===== config.mk =====
export PLATFORM = sky130hd
export DESIGN_NAME = branch_resolve_unit_flat
export DESIGN_NICKNAME = d
export VERILOG_FILES = /design/src/rtl/branch_resolve_unit_pkg.sv /design/src/rtl/branch_resolve_unit_if.sv /design/src/rtl/branch_resolve_unit_cond_eval.sv /design/src/rtl/branch_resolve_unit.sv /design/src/flat_wrapper.sv
export SDC_FILE = /design/constraint.sdc
export NUM_CORES = 1
export LEC_CHECK = 0
export CORE_MARGIN = 5
export CORE_UTILIZATION = 51
export DETAILED_ROUTE_END_ITERATION = 10
export GPL_TIMING_DRIVEN = 0
export PLACE_DENSITY = 0.87
export SLEW_MARGIN = 30
export SYNTH_ARGS = -nofsm -noshare
export SYNTH_HDL_FRONTEND = slang
export SYNTH_SLANG_ARGS = --single-unit
export TNS_END_PERCENT = 30

===== constraint.sdc =====
create_clock -name clk -period 4.46 [get_ports clk]
set_input_delay 0.446 -clock clk [delete_from_list [all_inputs] [get_ports clk]]
set_output_delay 0.446 -clock clk [all_outputs]
set_load 0.03 [all_outputs]

===== src/rtl/branch_resolve_unit_pkg.sv =====
// Shared branch definitions: funct3 encodings, the illegal-funct3 predicate
// and the default datapath width used by the branch resolution logic.
package branch_pkg;

  localparam int XLEN_DEFAULT = 32;

  typedef enum logic [2:0] {
    F3_BEQ  = 3'b000,
    F3_BNE  = 3'b001,
    F3_BLT  = 3'b100,
    F3_BGE  = 3'b101,
    F3_BLTU = 3'b110,
    F3_BGEU = 3'b111
  } branch_f3_e;

  // 010 and 011 are the only holes in the conditional-branch funct3 space.
  function automatic logic is_illegal_f3(input logic [2:0] f3);
    return (f3 == 3'b010) || (f3 == 3'b011);
  endfunction

endpackage


===== src/rtl/branch_resolve_unit_if.sv =====
// Producer/consumer bundle of the branch resolution unit: execute-side
// request channel and front-end-side resolution channel.
interface branch_resolve_unit_if #(
  parameter int XLEN = 32
);
  logic            in_valid;
  logic            in_ready;
  logic [2:0]      in_funct3;
  logic [XLEN-1:0] in_rs1;
  logic [XLEN-1:0] in_rs2;
  logic [XLEN-1:0] in_pc;
  logic [XLEN-1:0] in_imm;
  logic            in_pred_taken;
  logic [XLEN-1:0] in_pred_target;

  logic            out_valid;
  logic            out_ready;
  logic            out_taken;
  logic [XLEN-1:0] out_redirect_pc;
  logic            out_mispredict;
  logic            out_illegal;

  modport master (
    output in_valid, in_funct3, in_rs1, in_rs2, in_pc, in_imm,
           in_pred_taken, in_pred_target, out_ready,
    input  in_ready, out_valid, out_taken, out_redirect_pc,
           out_mispredict, out_illegal
  );

  modport slave (
    input  in_valid, in_funct3, in_rs1, in_rs2, in_pc, in_imm,
           in_pred_taken, in_pred_target, out_ready,
    output in_ready, out_valid, out_taken, out_redirect_pc,
           out_mispredict, out_illegal
  );
endinterface


===== src/rtl/branch_resolve_unit_cond_eval.sv =====
// Purely combinational branch condition evaluator; shared with other
// execute-stage variants, so it carries no state and no handshake.
module branch_cond_eval
  import branch_pkg::*;
#(
  parameter int XLEN = XLEN_DEFAULT
) (
  input  logic [2:0]      funct3,
  input  logic [XLEN-1:0] rs1,
  input  logic [XLEN-1:0] rs2,
  output logic            taken,
  output logic            illegal
);

  logic eq;
  logic lt;
  logic ltu;

  assign eq  = (rs1 == rs2);
  assign lt  = ($signed(rs1) < $signed(rs2));
  assign ltu = (rs1 < rs2);

  // Illegal encodings fall into the default arm, so they never report taken.
  always_comb begin
    taken   = 1'b0;
    illegal = is_illegal_f3(funct3);
    case (funct3)
      F3_BEQ:  taken = eq;
      F3_BNE:  taken = !eq;
      F3_BLT:  taken = lt;
      F3_BGE:  taken = !lt;
      F3_BLTU: taken = ltu;
      F3_BGEU: taken = !ltu;
      default: taken = 1'b0;
    endcase
  end

endmodule


===== src/rtl/branch_resolve_unit.sv =====
// Pipelined branch resolution: evaluates the condition, computes the target,
// checks the fetch prediction and holds one registered result for the front end.
module branch_resolve_unit
  import branch_pkg::*;
#(
  parameter int XLEN  = XLEN_DEFAULT,
  parameter int CNT_W = 32
) (
  input  logic                  clk,
  input  logic                  rst_n,
  input  logic                  flush,
  branch_resolve_unit_if.slave  bus,
  output logic [CNT_W-1:0]      branch_count,
  output logic [CNT_W-1:0]      mispredict_count
);

  logic [XLEN-1:0] target;
  logic [XLEN-1:0] fallthrough;
  logic            cond_taken;
  logic            cond_illegal;
  logic            mispredict_next;
  logic            load;
  logic            retire;

  logic            valid_q;
  logic            taken_q;
  logic            mispredict_q;
  logic            illegal_q;
  logic [XLEN-1:0] redirect_q;

  branch_cond_eval #(.XLEN(XLEN)) u_cond (
    .funct3  (bus.in_funct3),
    .rs1     (bus.in_rs1),
    .rs2     (bus.in_rs2),
    .taken   (cond_taken),
    .illegal (cond_illegal)
  );

  assign target          = bus.in_pc + bus.in_imm;
  assign fallthrough     = bus.in_pc + XLEN'(4);
  assign mispredict_next = !cond_illegal &&
                           ((cond_taken != bus.in_pred_taken) ||
                            (cond_taken && (bus.in_pred_target != target)));

  // Flush beats both a new load and a retiring handshake in the same cycle.
  assign bus.in_ready = !valid_q || bus.out_ready;
  assign load         = bus.in_valid && bus.in_ready && !flush;
  assign retire       = valid_q && bus.out_ready && !flush;

  always_ff @(posedge clk or negedge rst_n) begin
    if (!rst_n) begin
      valid_q <= 1'b0;
    end else if (flush) begin
      valid_q <= 1'b0;
    end else if (load) begin
      valid_q <= 1'b1;
    end else if (retire) begin
      valid_q <= 1'b0;
    end
  end

  always_ff @(posedge clk or negedge rst_n) begin
    if (!rst_n) begin
      taken_q      <= 1'b0;
      mispredict_q <= 1'b0;
      illegal_q    <= 1'b0;
      redirect_q   <= '0;
    end else if (load) begin
      taken_q      <= cond_taken;
      mispredict_q <= mispredict_next;
      illegal_q    <= cond_illegal;
      redirect_q   <= cond_taken ? target : fallthrough;
    end
  end

  // Counters only move when a result actually leaves the unit, and stick at all-ones.
  always_ff @(posedge clk or negedge rst_n) begin
    if (!rst_n) begin
      branch_count     <= '0;
      mispredict_count <= '0;
    end else if (retire) begin
      if (!illegal_q && (branch_count != '1)) begin
        branch_count <= branch_count + CNT_W'(1);
      end
      if (mispredict_q && (mispredict_count != '1)) begin
        mispredict_count <= mispredict_count + CNT_W'(1);
      end
    end
  end

  assign bus.out_valid       = valid_q;
  assign bus.out_taken       = taken_q;
  assign bus.out_mispredict  = mispredict_q;
  assign bus.out_illegal     = illegal_q;
  assign bus.out_redirect_pc = redirect_q;

endmodule


===== src/flat_wrapper.sv =====
// flat-port wrapper written by rule: the top's interface ports become plain ports
module branch_resolve_unit_flat import branch_pkg::*;
#(
  parameter int XLEN  = XLEN_DEFAULT,
  parameter int CNT_W = 32
)
  (clk, rst_n, flush, branch_count, mispredict_count, bus_in_valid, bus_in_funct3, bus_in_rs1, bus_in_rs2, bus_in_pc, bus_in_imm, bus_in_pred_taken, bus_in_pred_target, bus_out_ready, bus_in_ready, bus_out_valid, bus_out_taken, bus_out_redirect_pc, bus_out_mispredict, bus_out_illegal);
  branch_resolve_unit_if #(.XLEN(XLEN)) bus_i ();
  input  logic clk;
  input  logic rst_n;
  input  logic flush;
  output logic [CNT_W-1:0] branch_count;
  output logic [CNT_W-1:0] mispredict_count;
  input wire logic [$bits(bus_i.in_valid)-1:0] bus_in_valid;
  input wire logic [$bits(bus_i.in_funct3)-1:0] bus_in_funct3;
  input wire logic [$bits(bus_i.in_rs1)-1:0] bus_in_rs1;
  input wire logic [$bits(bus_i.in_rs2)-1:0] bus_in_rs2;
  input wire logic [$bits(bus_i.in_pc)-1:0] bus_in_pc;
  input wire logic [$bits(bus_i.in_imm)-1:0] bus_in_imm;
  input wire logic [$bits(bus_i.in_pred_taken)-1:0] bus_in_pred_taken;
  input wire logic [$bits(bus_i.in_pred_target)-1:0] bus_in_pred_target;
  input wire logic [$bits(bus_i.out_ready)-1:0] bus_out_ready;
  output wire logic [$bits(bus_i.in_ready)-1:0] bus_in_ready;
  output wire logic [$bits(bus_i.out_valid)-1:0] bus_out_valid;
  output wire logic [$bits(bus_i.out_taken)-1:0] bus_out_taken;
  output wire logic [$bits(bus_i.out_redirect_pc)-1:0] bus_out_redirect_pc;
  output wire logic [$bits(bus_i.out_mispredict)-1:0] bus_out_mispredict;
  output wire logic [$bits(bus_i.out_illegal)-1:0] bus_out_illegal;
  assign bus_i.in_valid = bus_in_valid;
  assign bus_i.in_funct3 = bus_in_funct3;
  assign bus_i.in_rs1 = bus_in_rs1;
  assign bus_i.in_rs2 = bus_in_rs2;
  assign bus_i.in_pc = bus_in_pc;
  assign bus_i.in_imm = bus_in_imm;
  assign bus_i.in_pred_taken = bus_in_pred_taken;
  assign bus_i.in_pred_target = bus_in_pred_target;
  assign bus_i.out_ready = bus_out_ready;
  assign bus_in_ready = bus_i.in_ready;
  assign bus_out_valid = bus_i.out_valid;
  assign bus_out_taken = bus_i.out_taken;
  assign bus_out_redirect_pc = bus_i.out_redirect_pc;
  assign bus_out_mispredict = bus_i.out_mispredict;
  assign bus_out_illegal = bus_i.out_illegal;
  branch_resolve_unit #(.XLEN(XLEN), .CNT_W(CNT_W)) u_core (.clk(clk), .rst_n(rst_n), .flush(flush), .bus(bus_i), .branch_count(branch_count), .mispredict_count(mispredict_count));
endmodule

# ---- Word-level counts from Yosys, hierarchy flattened
# Index checks and enable logic that the tools add are counted.
dict set report classes {
  add_sub_neg 4
  n_lt_le_gt_ge 2
  n_eq_ne 12
  muxes 5
  reduce_logical 22
}
# op count
set ops {}
lappend ops {{$add 32x1->32 const B} 2}
lappend ops {{$lt 32x32->1} 2}
lappend ops {{$ne 32x32->1 const B} 2}
lappend ops {{$add 32x3->32 const B} 1}
lappend ops {{$add 32x32->32} 1}
lappend ops {{$eq 32x32->1} 1}
lappend ops {{$mux 32} 1}
lappend ops {{$ne 32x32->1} 1}
lappend ops {{$eq 3x3->1 const B} 4}
lappend ops {{$logic_and 1x1->1} 8}
lappend ops {{$logic_not 1->1} 7}
lappend ops {{$eq 3x2->1 const B} 2}
lappend ops {{$pmux 1 s6} 1}
lappend ops {{$reduce_and 2->1} 2}
lappend ops {{$eq 3x1->1 const B} 1}
lappend ops {{$logic_not 3->1} 1}
lappend ops {{$logic_or 1x1->1} 3}
lappend ops {{$mux 1} 3}
lappend ops {{$reduce_bool 3->1} 1}
lappend ops {{$ne 1x1->1} 1}
dict set report word_totals {
  regBits 100
  inputBits 169
  output_inout_bits 101
  elab_cells 52
}

# ---- Logic depth before layout (Yosys ltp)
dict set report depth {
  word_depth 6
  ltp_mapped 14
  ltp_nobuf 12
}

# ---- Modules after synthesis
# Synthesis repeated with hierarchy kept, for this count alone.
dict set report hier_totals {
  cells_unflattened 972
  hier_area_um2 8242.9
}
# mod instances cells_per_inst area_per_inst_um2 seq_area_each_um2
set modules_own_cells {}
lappend modules_own_cells {branch_resolve_unit 1 851 7372.1 2502.4}
lappend modules_own_cells {branch_cond_eval 1 121 870.8 0.0}

# ---- Worst setup path after synthesis
# No wires, ideal clock.
dict set report synth_timing {
  kind {input to register}
  start {input bus_in_imm[0]}
  end {register u_core.mispredict_q (netlist: u_core.bus.out_mispredict)}
  setup_ps 142
  t_arrival_ps 3097
  setup_slack_ps 1221
  cell_stages 13
  n_path_buf 1
  cell_sequence {ha_1 -> fa_1 -> a21o_1 -> a221oi_4 -> nor3_2 -> a211o_1 -> buf_6 -> a21o_1 -> a211o_1 -> o21ai_2 -> nand3_2 -> nor4_2 -> a41oi_1}
}
dict set report synth_between {
  elab_chain_len 5
}
# item line_no
set synth_lines {}
lappend synth_lines {{from (decl)} flat_wrapper.sv:19} ;# input wire logic [$bits(bus_i.in_imm)-1:0] bus_in_imm;
lappend synth_lines {{$add 32x32->32} branch_resolve_unit.sv:39} ;# assign target = bus.in_pc + bus.in_imm;
lappend synth_lines {{$ne 32x32->1} branch_resolve_unit.sv:43} ;# (cond_taken && (bus.in_pred_target != target)));
lappend synth_lines {{$logic_and 1x1->1} branch_resolve_unit.sv:43}
lappend synth_lines {{$logic_or 1x1->1} branch_resolve_unit.sv:42} ;# ((cond_taken != bus.in_pred_taken) ||
lappend synth_lines {{$logic_and 1x1->1} branch_resolve_unit.sv:41} ;# assign mispredict_next = !cond_illegal &&
lappend synth_lines {{to (signal assigned)} branch_resolve_unit.sv:70} ;# mispredict_q <= mispredict_next;
lappend synth_lines {{to (decl)} branch_resolve_unit.sv:27} ;# logic mispredict_q;
# No other way between the ends.
# A chain may end at the register's enable or synchronous reset.

# ---- Worst setup path after layout
dict set report layout_timing {
  start {input bus_in_pc[16]}
  end {register u_core.mispredict_q (netlist: u_core.bus.out_mispredict)}
}
dict set report layout_between {
  elab_chain_len 5
}
# item line_no
set layout_lines {}
lappend layout_lines {{from (decl)} flat_wrapper.sv:18} ;# input wire logic [$bits(bus_i.in_pc)-1:0] bus_in_pc;
lappend layout_lines {{$add 32x32->32} branch_resolve_unit.sv:39}
lappend layout_lines {{$ne 32x32->1} branch_resolve_unit.sv:43}
lappend layout_lines {{$logic_and 1x1->1} branch_resolve_unit.sv:43}
lappend layout_lines {{$logic_or 1x1->1} branch_resolve_unit.sv:42}
lappend layout_lines {{$logic_and 1x1->1} branch_resolve_unit.sv:41}
# No other way between the ends.

==> results.cfg <==
[cts]
ctsRootBufferMaster = sky130_fd_sc_hd__clkbuf_16
clk_path_buf_depth = 2
setup_fix_bufs_post_cts = 0
clk_pin_slew_ns = 0.07
numCtsBuffers = 9
htree_num_levels = 3
tritoncts_clock_tree = done
clk_latency_ns = 0.35
cts.sinks = 100

[layout]
stdcell_count = 1485
layout_commonest_cell = sky130_fd_sc_hd__clkdlybuf4s50_1
final_layout_size_suffix_gt1_frac = 0.03546
mostFrequentLayoutCells = sky130_fd_sc_hd__clkdlybuf4s50_1 (268), sky130_fd_sc_hd__nand2_1 (117), sky130_fd_sc_hd__xnor2_1 (101)
area_delta_synth_final_pct = 40.05
diodes = 0
finish.net_count = 1501
post-route-cell-area_sq_um = 11590

[sta]
post-route-min-period_ns = 3.820
final.setup_skew_ns = 0.008333
rsz_0062_raised_after_global_routing = no
hold-worst-slack_ns = 0.4811
totalNegativeSetupSlack_ns = 0
final-setup-viol-count = 0
report.final.hold_viol_count = 0
headroom_to_the_max_slew_limit = 0.5256
min_period_over_period = 0.8566
timing_max_transition_violations_final = 0
worst_pin_slew_ns = 0.7116
setup_ws_ns = 0.6397
highest_clock_frequency_the_design_can_meet_mhz = 261.8

[die]
die_area_sq_um = 18880
die_y_um = 137.4
start_util = 0.5212
die_width_um = 137.4
floorplan.io_pins = 270
core-area_sq_um = 15890
row_count = 46

[place]
io_buf_count = 269
dpl_worst_slack_ns = 0.4134
dp_cells = 1469
dp_hpwl_um = 22900
weighted_congestion_reported_at_the_end_of_routability_driven_placement = 0.9740
placedInstanceArea_sq_um = 11270

[power_and_ir_drop]
power_switching_share = 0.3647
worst_ir_drop_vdd_v = 0.0002130
cellPowerDensity_nw_per_um2 = 284.3
seqPwrFrac = 0.327
power.share.clock = 0.259
internal_power_contribution_uw = 2095
power.static_leakage_uw = 0.004933
power.combinational.fraction = 0.414
switching_power_uw = 1202

[setup_path]
worst-path-max-fanout = 7
worst_setup_path_start_kind = input port
crit_arrival_ns = 4.02
worstSetupEndpointType = flip-flop
timing.critical_path.cells = clkdlybuf4s50_1 -> ha_1 -> a21oi_1 -> o21ai_1 -> or2_2 -> o31a_1 -> a21boi_2 -> nor2_1 -> a311oi_1 -> o2111ai_1 -> nor4_1 -> a41oi_1
crit_type = input port to flip-flop
worstPathRequired_ns = 4.66
path_delay_family = compound AO/OA/AOI/OAI gates
critPathBufInv = 1
worst_path_max_delay_cell = sky130_fd_sc_hd__clkdlybuf4s50_1
timing.critical_path.slowest_cell_delay_ns = 0.48

[grt]
number_of_global_route_vias_before_repair = 8190
first_pass_grt_wire_length_um = 43100
grt_antenna_before_repair = 0
grt_remaining_overflow = 0
pin_count_of_the_biggest_net_entering_global_routing = 69
grt_use_total = 0.2917

[yosys]
yosys_most_used_dff = sky130_fd_sc_hd__dfrtp_1
synth_enable_flop_cells = 0
post_synth_instance_area_sq_um = 8279
mappedNetlistNets = 1219
post_synthesis_instance_total = 983
synth.lib_cells_used.distinct = 71
yosys_synthesis_warning_count = 0
yosysSeqAreaShare = 0.3023
synth_seq_cells = 100
async_flop_share = 1.000
postSynthAreaPerCell_sq_um = 8.422

[routing]
wl_um = 28100
drt_iter0_markers = 710
routed_wl_per_cell_um = 18.92
post-route-drc-count = 0
firstDrtPassIters = 7
viasPerCell = 5.789
route.vias.total = 8596
ant_nets = 0

[run]
cap_viol_max_count = 0

[run_status]
status = finished clean

[min_path]
timing.hold.worst.class = flip-flop to flip-flop
[power by group through the flow]
stage / Clock [uW] / Sequential, uW / Combinational [uW]
floorplan: 0 / 1270 / 587
detailed placement: 0 / 1090 / 1350
global route: 900 / 1090 / 1470
CTS: 857 / 1080 / 1360
global placement: 0 / 1090 / 1330
finish: 853 / 1080 / 1360
[metrics by stage]
step | total power (uW) | util
floorplan | 1860 | -
global placement | 2423 | 0.7077
detailed placement | 2446 | 0.7095
CTS | 3295 | 0.7299
global route | 3457 | 0.7299
finish | 3297 | 0.7299
[worst register-to-register path, cell delays in order, from the launching register on]
cell and delay, ns:
sky130_fd_sc_hd__dfrtp_1 0.44, sky130_fd_sc_hd__nand3_1 0.18, sky130_fd_sc_hd__nor2_1 0.10, sky130_fd_sc_hd__and3_1 0.23, sky130_fd_sc_hd__nand2_1 0.16, sky130_fd_sc_hd__nor4_1 0.11, sky130_fd_sc_hd__a2111oi_2 0.67, sky130_fd_sc_hd__nor2b_1 0.40
sky130_fd_sc_hd__nand3_1 0.29, sky130_fd_sc_hd__nor3_1 0.27, sky130_fd_sc_hd__xor2_1 0.18
[metal layers]
layer / part of all wire / up-vias / GRT usage
met3: 0.084 / 56 / 0.04346
met2: 0.47 / 429 / 0.4886
met1: 0.41 / 4067 / 0.3898
met4: 0.028 / 0 / 0.08869
met5: 0 / - / 0
li1: - / 4044 / -
[flip-flops by register name, indices dropped and copies added (netlist names)]
signal and count:
u_core.branch_count 32, u_core.bus.out_redirect_pc 32, u_core.bus.out_illegal 1, u_core.mispredict_count 32
u_core.bus.out_valid 1, u_core.bus.out_taken 1, u_core.bus.out_mispredict 1
[worst paths after layout]
check	start	slack, ns	cells after the start	endpoint
setup / recovery	bus_in_pc[16]	0.64	12	u_core.bus.out_mispredict
hold / removal	u_core.bus.out_redirect_pc[24]	0.48	2	u_core.bus.out_redirect_pc[24]
max in group asynchronous	rst_n	3.27	3	u_core.bus.out_redirect_pc[28]
hold reg to reg	u_core.bus.out_redirect_pc[24]	0.48	2	u_core.bus.out_redirect_pc[24]
setup reg to reg	u_core.branch_count[14]	1.36	10	u_core.branch_count[27]
min in group asynchronous	rst_n	0.56	2	u_core.branch_count[27]
[timing repair]
action                                 in CTS  in global routing
endpoints found under the hold margin      32                  0
resized for setup                           0                  0
hold buffers                                1                  0
[cells in the mapped netlist, drive strengths merged (5+ instances only)]
library cell	number	share of area
nand4	31	0.023
a31oi	7	0.0053
and3	18	0.014
xnor2	101	0.11
nor3b	5	0.0045
nand3b	5	0.0045
o21ai	57	0.035
and4	7	0.0074
xor2	52	0.055
o211ai	7	0.0063
o21a	5	0.0045
nand3	55	0.034
buf	10	0.0082
inv	52	0.024
nor3	22	0.014
and2	6	0.0045
or3	6	0.0045
nor2	67	0.030
a21oi	68	0.042
a21o	12	0.011
mux2i	8	0.0097
dfrtp	100	0.30
o21bai	6	0.0054
a211oi	6	0.0054
ha	66	0.10
nor4	11	0.0098
nand2	117	0.053
clkbuf	21	0.0095
[cells by family after synthesis]
| group | Yosys count | share of synthesized area |
|---|---|---|
| and+or+nand+nor | 364 | 0.2158 |
| AOI/OAI and AO/OA | 202 | 0.1560 |
| xor gates and xnor gates | 155 | 0.1674 |
| DFF | 100 | 0.3023 |
| buffers and inverters | 83 | 0.04126 |
| adders and majority gates | 67 | 0.1022 |
| muxes | 12 | 0.01511 |
[cell type report]
class                   instances  area [sq um]
inverters                      52         195.2
fillers                      1210          4290
well taps                     216         270.3
clock inverters                 5         85.08
flip-flops and latches        100          2502
plain buffers                  31         146.4
repair buffers                271          2731
clock buffers                  10         229.0
multi-input cells             800          5435
Power figures use the tool's default switching activity.
==> variant: new RTL, same settings <==
`XLEN_DEFAULT`: 32 -> 36.
--- a/src/rtl/branch_resolve_unit_pkg.sv
+++ b/src/rtl/branch_resolve_unit_pkg.sv
@@ -2,7 +2,7 @@
 // and the default datapath width used by the branch resolution logic.
 package branch_pkg;
 
-  localparam int XLEN_DEFAULT = 32;
+  localparam int XLEN_DEFAULT = 36;
 
   typedef enum logic [2:0] {
     F3_BEQ  = 3'b000,
Interface: changed (6 resized); port bits go from 270 to 294. The function was not compared with the original's and may differ.
==> variant against the original RTL <==
- final area increased by 13%
- sequential cell count increased by 4
- synthesized cell count increased by 17%
- count of clock-buffer cells in the layout unchanged
- synthesized area increased by 15%
- wire length increased by 15%
- combinational power increased by 15%
- total power increased by 5.3%
- die area increased by 14%
- register-to-register slack got worse by 0.22 ns
- via count increased by 17%
- setup slack got worse by 0.50 ns
- critical endpoint is now u_core.bus.out_redirect_pc[18]
- highest routed layer unchanged
==> variant: results (changes against the original RTL) <==
| Metric | Value |
|---|---|
| Top delay family on crit path | simple AND/OR/NAND/NOR gates |
| DP Wirelength | 26.6 mm (+16%) |
| Mapped Nets | 1413 (+16%) |
| Compound-gate portion of the synthesized area | 17.6% (+2.0 points) |
| H-tree levels | 3 (unchanged) |
| Initial antenna violation count | 0 (unchanged) |
| Xor/xnor cell area share of the yosys netlist | 15.4% (-1.4 points) |
| Status | finished clean |
| Largest net degree at the start of global routing | 56 (-19%) |
| Diodes inserted | 0 (unchanged) |
| Async set-reset flop share out of synthesis | 100% (unchanged) |
| Reg-to-reg startpoint | u_core.mispredict_count[12] |
| First-pass GRT wire length | 51.0 mm (+18%) |
| Library cells used by synthesis | 90 (+27%) |
| Inserted Clock Buffers | 9 (unchanged) |
| Worst Max-Slew Pin Slew | 0.896 ns (+0.184 ns) |
| Post-synthesis mux area share | 1.74% (+0.22 points) |
| Reg2Reg Depth | 10 (unchanged) |
| Routability cong. | 0.950 (-2.5%) |
| Worst EP arrival | 4.52 ns (+0.50 ns) |
| Slowest stage delay, CP | 0.65 ns (+0.17 ns) |
| DR WL/cell | 19.0 µm (+0.65%) |
| Vias in the first global route | 9834 (+20%) |
| Initial DRC count | 651 (-8.3%) |
| Sequential-to-total area share from yosys stat | 27.4% (-2.9 points) |
| First-pass DRT Iterations | 5 (-2) |
| Post-synth top cells | nand2_1 (140), dfrtp_1 (104), xnor2_1 (88) |
| Worst Setup EP | u_core.bus.out_redirect_pc[18] |
| Max VDD drop | 0.000221 V (+3.6%) |
| Clk_skew | 0.0101 ns (+0.00174 ns) |
| Layout Cells excl Fill | 1693 (+14%) |
| Worst min path class | in2async |
| Worst-case clock buffer depth | 2 (unchanged) |
| Synthesized-area fraction occupied by adder cells | 9.94% (-0.28 points) |
| CP max FO | 10 (+3) |
| PortBufs | 293 (+8.9%) |
| Max FFs per register | 36 |
| Detailed-route via count | 10000 (+17%) |
| Static Leak | 5.61 nW (+14%) |
| Reg2reg setup slack | 1.14 ns (-0.22 ns) |
| Area post-placement | 0.0128 mm² (+13%) |
| R2r endpoint | u_core.mispredict_count[31] |
| Layout cell share with drive strength beyond 1 | 5.41% (+1.9 points) |
| CP max-delay cell | nor4_1 |
| Tot GR Track Use | 29.1% (-0.11 points) |
| Mapped Cells | 1149 (+17%) |
| Crit path from | bus_in_rs2[27] |
| Synth Warn # | 0 (unchanged) |
| Top post-synthesis cells by area | dfrtp_1 (27%), ha_1 (9.7%), xnor2_1 (8.1%), xor2_1 (5.6%), nand2_1 (5.5%) |
==> variant: routing by layer <==
layer  GRT usage [%]  vias up  wire length [µm]
met4            8.98        0               843
met5               0        -                 0
met1            37.0     4780             13300
met3            4.72       62              2290
met2            50.6      441             15800
li1                -     4761                 -
==> variant: layout make-up <==
| class | count | area [µm²] |
|---|---|---|
| Buffer | 47 | 249 |
| Clock buffer | 10 | 239 |
| Clock inverter | 6 | 47.5 |
| Fill cell | 1512 | 5460 |
| Inverter | 54 | 203 |
| Multi-Input combinational cell | 944 | 6470 |
| Sequential cell | 104 | 2600 |
| Tap cell | 234 | 293 |
| Timing Repair Buffer | 294 | 2960 |
==> variant: cells by family (layout without fill, tap and decap cells) <==
| family | after synthesis | in the layout |
|---|---|---|
| buf+inv | 101 | 411 |
| mux | 16 | 16 |
| xor+xnor | 156 | 156 |
| fa+ha+maj | 75 | 75 |
| flops | 104 | 104 |
| simple gates | 436 | 436 |
| compound gates | 261 | 261 |
==> variant: stage by stage <==
stage | worst slack, ns | hold slack (ns) | utilization [%]
final | 0.135 | 0.0159 | 70.5
after global routing | -0.113 | 0.0604 | 70.5
after CTS | 0.0774 | 0.0338 | 70.5
after detailed placement | -0.252 | 0.411 | 69.0
after global placement | -0.942 | 0.463 | 68.8
after floorplan | 1.11 | 0.150 | -
==> variant: power by group <==
group          leakage [nW]  total (W)  internal, W  switching [W]
logic                  4.09    0.00156     0.000689       0.000874
registers              1.37    0.00113      0.00104      0.0000818
clock network         0.140   0.000782     0.000402       0.000380
==> variant: repair_timing <==
| action | 4_1_cts | 5_1_grt |
|---|---|---|
| gates resized for setup | 0 | 4 |
| endpoints found under the hold margin | 0 | 0 |
| endpoints found under the setup margin | 0 | 20 |
